File: src/rtl/if_fetch_ctrl.sv
// Instruction-fetch controller: fetches the word at the PC over a req/ack
// memory handshake and hands it to IF/ID, pausing the PC until delivery.
module if_fetch_ctrl #(
  parameter int          ADDR_W    = 12,
  parameter logic [31:0] BASE_ADDR = 32'h0000_3000
) (
  input  logic              Clk,
  input  logic              Reset,
  input  logic [31:0]       Pc_In,
  input  logic              Redirect_In,
  input  logic              Id_Stall_In,
  output logic              Mem_Req_Out,
  output logic [ADDR_W-1:0] Mem_Addr_Out,
  input  logic              Mem_Ack_In,
  input  logic [31:0]       Mem_Rdata_In,
  output logic [31:0]       Instr_Out,
  output logic [31:0]       Instr_Pc_Out,
  output logic              Instr_Valid_Out,
  output logic              Pause_Out
);

  typedef enum logic [1:0] {IDLE, BUSY, DROP, PEND} state_e;

  state_e            state_q, state_d;
  logic              memReq_q, memReq_d;
  logic [ADDR_W-1:0] memAddr_q, memAddr_d;
  logic [31:0]       pcWord_q, pcWord_d;
  logic [31:0]       skid_q, skid_d;
  logic [31:0]       instr_q, instr_d;
  logic [31:0]       instrPc_q, instrPc_d;
  logic              valid_q, valid_d;
  logic              deliver;
  logic [31:0]       deliverData;
  logic [31:0]       deliverPc;

  assign deliverPc = (pcWord_q << 2) + BASE_ADDR;

  always_comb begin
    state_d     = state_q;
    memReq_d    = memReq_q;
    memAddr_d   = memAddr_q;
    pcWord_d    = pcWord_q;
    skid_d      = skid_q;
    instr_d     = instr_q;
    instrPc_d   = instrPc_q;
    valid_d     = valid_q;
    deliver     = 1'b0;
    deliverData = skid_q;

    case (state_q)
      IDLE: begin
        if (!Id_Stall_In && !Redirect_In) begin
          memAddr_d = Pc_In[ADDR_W-1:0];
          pcWord_d  = Pc_In;
          memReq_d  = 1'b1;
          state_d   = BUSY;
        end
      end
      BUSY: begin
        // A redirect makes the outstanding fetch wrong-path; the request still
        // has to complete, so DROP swallows its eventual ack.
        if (Redirect_In) begin
          if (Mem_Ack_In) begin
            memReq_d = 1'b0;
            state_d  = IDLE;
          end else begin
            state_d = DROP;
          end
        end else if (Mem_Ack_In) begin
          memReq_d = 1'b0;
          if (!Id_Stall_In) begin
            deliver     = 1'b1;
            deliverData = Mem_Rdata_In;
            state_d     = IDLE;
          end else begin
            skid_d  = Mem_Rdata_In;
            state_d = PEND;
          end
        end
      end
      DROP: begin
        if (Mem_Ack_In) begin
          memReq_d = 1'b0;
          state_d  = IDLE;
        end
      end
      PEND: begin
        if (Redirect_In) begin
          state_d = IDLE;
        end else if (!Id_Stall_In) begin
          deliver = 1'b1;
          state_d = IDLE;
        end
      end
      default: state_d = IDLE;
    endcase

    // Decode consumes the held instruction on any unstalled edge.
    if (deliver) begin
      instr_d   = deliverData;
      instrPc_d = deliverPc;
      valid_d   = 1'b1;
    end else if (!Id_Stall_In) begin
      valid_d = 1'b0;
    end
  end

  always_ff @(posedge Clk) begin
    if (Reset) begin
      state_q   <= IDLE;
      memReq_q  <= 1'b0;
      memAddr_q <= '0;
      pcWord_q  <= '0;
      skid_q    <= '0;
      instr_q   <= '0;
      instrPc_q <= BASE_ADDR;
      valid_q   <= 1'b0;
    end else begin
      state_q   <= state_d;
      memReq_q  <= memReq_d;
      memAddr_q <= memAddr_d;
      pcWord_q  <= pcWord_d;
      skid_q    <= skid_d;
      instr_q   <= instr_d;
      instrPc_q <= instrPc_d;
      valid_q   <= valid_d;
    end
  end

  // The PC may advance only on the edge that hands an instruction to decode.
  assign Pause_Out = Reset ||
                     !(((state_q == BUSY) && Mem_Ack_In && !Id_Stall_In && !Redirect_In) ||
                       ((state_q == PEND) && !Id_Stall_In && !Redirect_In));

  assign Mem_Req_Out     = memReq_q;
  assign Mem_Addr_Out    = memAddr_q;
  assign Instr_Out       = instr_q;
  assign Instr_Pc_Out    = instrPc_q;
  assign Instr_Valid_Out = valid_q;

endmodule

File: config.mk
export PLATFORM = sky130hd
export DESIGN_NAME = if_fetch_ctrl
export DESIGN_NICKNAME = d
export VERILOG_FILES = /design/src/rtl/if_fetch_ctrl.sv
export SDC_FILE = /design/constraint.sdc
export NUM_CORES = 1
export LEC_CHECK = 0
export BUFFER_PORTS_ARGS = -buffer_cell sky130_fd_sc_hd__buf_2
export CORE_MARGIN = 2
export CORE_UTILIZATION = 50
export CTS_BUF_LIST = sky130_fd_sc_hd__clkbuf_8
export DETAILED_ROUTE_END_ITERATION = 10
export PLACE_DENSITY = 0.89
export SLEW_MARGIN = 20
export SYNTH_ARGS = -nofsm -noshare
export SYNTH_HDL_FRONTEND = slang
export SYNTH_SLANG_ARGS = --single-unit
File: constraint.sdc
create_clock -name Clk -period 2.11 [get_ports Clk]
set_clock_uncertainty 0.1 [all_clocks]
set_input_delay 0.3165 -clock Clk [delete_from_list [all_inputs] [get_ports Clk]]
set_output_delay 0.3165 -clock Clk [all_outputs]
set_load 0.02 [all_outputs]
==> run summary <==
===============================================================================================
Aggregate global-route resource usage                                                     0.234
Detailed Routing Iterations Pass 1                                                            4
Worst supply voltage drop on vdd                                                     0.000720 V
Sum of net half-perimeters after detailed placement                                     8.75 mm
Chip height                                                                              107 um
Critical path endpoint category                                                     output port
Crit path largest cell delay                                                            0.35 ns
Initial antenna violation count                                                               0
Number of vias per cell after detailed routing                                             5.34
Final worst setup slack                                                               0.0936 ns
Detailed-route wire length per cell                                                     14.6 um
Result of the run                                                                     completed
CTS tree                                                                                   done
Post-synthesis cell type with the largest combined area                            sky130_fd_sc_hd__dfxtp_1
Count of endpoints failing setup in the final report                                          0
Syn avg cell area                                                                     8.39 um^2
Final cell count without fillers                                                            903
Number of clock sinks                                                                       128
Placed cells                                                                                870
Post-Place Worst Slack                                                                 0.127 ns
Number of max-slew violations in the final report                                             0
Worst endpoint required time                                                            1.69 ns
Sequential Power Share                                                                    0.488
Clock input transition at the sequential cells of the worst setup and hold paths        0.08 ns
Routability congestion estimate                                                           0.785
Warning count from the yosys run                                                              0
Worst slew margin relative to its limit                                                   0.659
Maximum fanout count along the critical path                                                  5
Critical path arrival                                                                   1.60 ns
Period utilization                                                                        0.956
Summed negative setup slack over all endpoints                                             0 ns
Area share of the largest cell type after synthesis                                       0.480
Via count of the first global-routing pass                                                4,657
Share of cells above drive strength 1                                                     0.287
Count of vias placed by the detailed router                                               4,824
Post-placement cell area                                                           0.00612 mm^2
Horizontal die dimension                                                                 107 um
Fraction of power spent switching nets                                                    0.258
Final Hold Vio Count                                                                          0
Area growth from synthesis to layout                                                      22.8%
Maximum capacitance violations                                                                0
Library cell with the highest instance count after synthesis                       sky130_fd_sc_hd__nand2_1
Post-Layout Inst Area                                                              0.00656 mm^2
Transition at the pin with the smallest max-transition slack                           0.512 ns
Die area                                                                            0.0115 mm^2
Synthesized instance count                                                                  637
Async S/R FF share, synth                                                                     0
Cell-by-cell listing of the critical path                                          inv_2 > ha_4 > and2_4 > o21a_4 > nand2b_1 > buf_4
Buffers on Ports                                                                            143
Root Buffer Master                                                                 sky130_fd_sc_hd__clkbuf_8
Number of core rows                                                                          37
Class of the most critical hold timing path                                        input port to register
FILL cells                                                                                  921
Count of different cell masters after synthesis                                              46
Worst setup path class                                                             register to output port
Clk_lat worst skew                                                                      0.41 ns
Dominant cells by area after synthesis                                             sky130_fd_sc_hd__dfxtp_1 48%, sky130_fd_sc_hd__nand2_1 13%, sky130_fd_sc_hd__a21oi_1 10%
Level count of the clock H-tree                                                               4
Leakage                                                                                 2.52 nW
Detail Route Antenna Nets                                                                     0
Power per cell area                                                                 796 mW/mm^2
Total internal power                                                                    3.87 mW
Core ar.                                                                            0.0104 mm^2
Sum of routed wire length over all layers                                               13.2 mm
Cts bufs inserted                                                                            17
Sequential share of the synthesized area                                                  0.480
Number of antenna repair diodes                                                               0
Violation count after the first detailed-routing iteration                                  248
Startpoint class of the critical path                                                  register
Achievable frequency                                                                  0.496 GHz
Residual DRC count                                                                            0
Maximum count of clock buffers along a single path                                            2
Number of placed I/O pins                                                                   148
Logic pwr share                                                                           0.099
Ranking of synthesized cells by instance count                                     188 x sky130_fd_sc_hd__nand2_1, 128 x sky130_fd_sc_hd__dfxtp_1, 110 x sky130_fd_sc_hd__a21oi_1
Largest net degree at the start of global routing                                            46
Clk pwr share                                                                             0.413
Starting density of the core                                                              0.515
Unrepaired setup endpoints after global routing                                           false
Post-synthesis register bit count                                                           128
Total power draw                                                                        5.22 mW
Crit-path slowest cell                                                             sky130_fd_sc_hd__dfxtp_2
Sw power                                                                                1.35 mW
Final worst hold slack                                                                0.0325 ns
First-pass GRT wire length                                                              21.5 mm
Number of synthesized flops with an enable pin                                                0
Leading register cell type out of synthesis                                        sky130_fd_sc_hd__dfxtp_1
Nets@finish                                                                                 829
Minimum period implied by the final worst setup slack                                   2.02 ns
Cell Area, Synth                                                                   0.00534 mm^2
Sum of overflow across all layers after global routing                                        0
Final core utilization                                                                    0.633
===============================================================================================
flip-flops by register name (all words and copies together), names as in the netlist:
name             cells
Instr_Out           32
skid_q              32
Instr_Pc_Out        30
pcWord_q            19
Mem_Addr_Out        11
state_q              2
Instr_Valid_Out      1
Mem_Req_Out          1
placed cells by master (no fill, tap or decap), types with 4 or more instances in the layout:
cell / count
sky130_fd_sc_hd__nand2_1: 188
sky130_fd_sc_hd__buf_2: 141
sky130_fd_sc_hd__dfxtp_1: 127
sky130_fd_sc_hd__a21oi_1: 110
sky130_fd_sc_hd__o221ai_1: 32
sky130_fd_sc_hd__nor2_1: 20
sky130_fd_sc_hd__clkbuf_8: 18
sky130_fd_sc_hd__xnor2_1: 12
sky130_fd_sc_hd__buf_4: 12
sky130_fd_sc_hd__inv_1: 9
sky130_fd_sc_hd__a211oi_2: 8
sky130_fd_sc_hd__a211oi_1: 6
sky130_fd_sc_hd__clkinvlp_4: 6
sky130_fd_sc_hd__buf_12: 6
sky130_fd_sc_hd__ha_1: 5
sky130_fd_sc_hd__nor2b_1: 4
sky130_fd_sc_hd__nand4_1: 4
critical path: cells and delay by family, from the launching register on:
kind	cells	cell delay, ns
buffers and inverters	2	0.20
AOI/OAI and AO/OA	1	0.23
adders and majority gates	1	0.17
and+or+nand+nor	2	0.25
DFF	1	0.35
routing by layer:
metal	global-route usage	up-vias	wire length (um)
met2	0.410	136	6810
met3	0.0502	15	586
li1	-	2405	-
met4	0.0797	0	194
met5	0	-	0
met1	0.284	2268	5600
cell type report:
class	instances	area, um^2	share of cell area
clock buffer	18	248	0.0378
clock inverter	14	166	0.0254
inverter	9	33.8	0.00515
multi-input combinational	439	2460	0.376
sequential	128	2560	0.391
tap	136	170	0.0259
timing repair buffer	159	916	0.140
what timing repair did:
action                                  CTS  global route
setup buffers                             1             0
endpoints found under the setup margin    1             2
hold buffers                              0             0
gates resized for setup                   6             2
pin swaps                                 1             0
logic make-up after synthesis:
kind of cell               count (synthesis)  share of synthesized area
xor gates and xnor gates                  15                     0.0246
adders and majority gates                  6                     0.0140
AOI/OAI and AO/OA                        174                      0.215
buffers and inverters                     71                     0.0674
and+or+nand+nor                          242                      0.199
other                                      1                   0.000702
DFF                                      128                      0.480
power groups by stage:
stage,sequential (mW),combinational (mW),clock (mW)
2_1_floorplan,2.61,0.306,0
3_3_place_gp,2.60,0.496,0
3_5_place_dp,2.60,0.507,0
4_1_cts,2.55,0.516,2.20
5_1_grt,2.56,0.572,2.32
6_report,2.55,0.516,2.16
final timing paths:
kind                       from              end  slack (ns)  cells after the start
setup reg to reg     state_q[0]     Instr_Out[3]        0.16                      7
hold / removal         Pc_In[8]  Mem_Addr_Out[8]        0.03                      3
setup / recovery     state_q[1]        Pause_Out        0.09                      6
hold reg to reg   Instr_Out[21]    Instr_Out[21]        0.35                      2
Power figures use the tool's default switching activity.
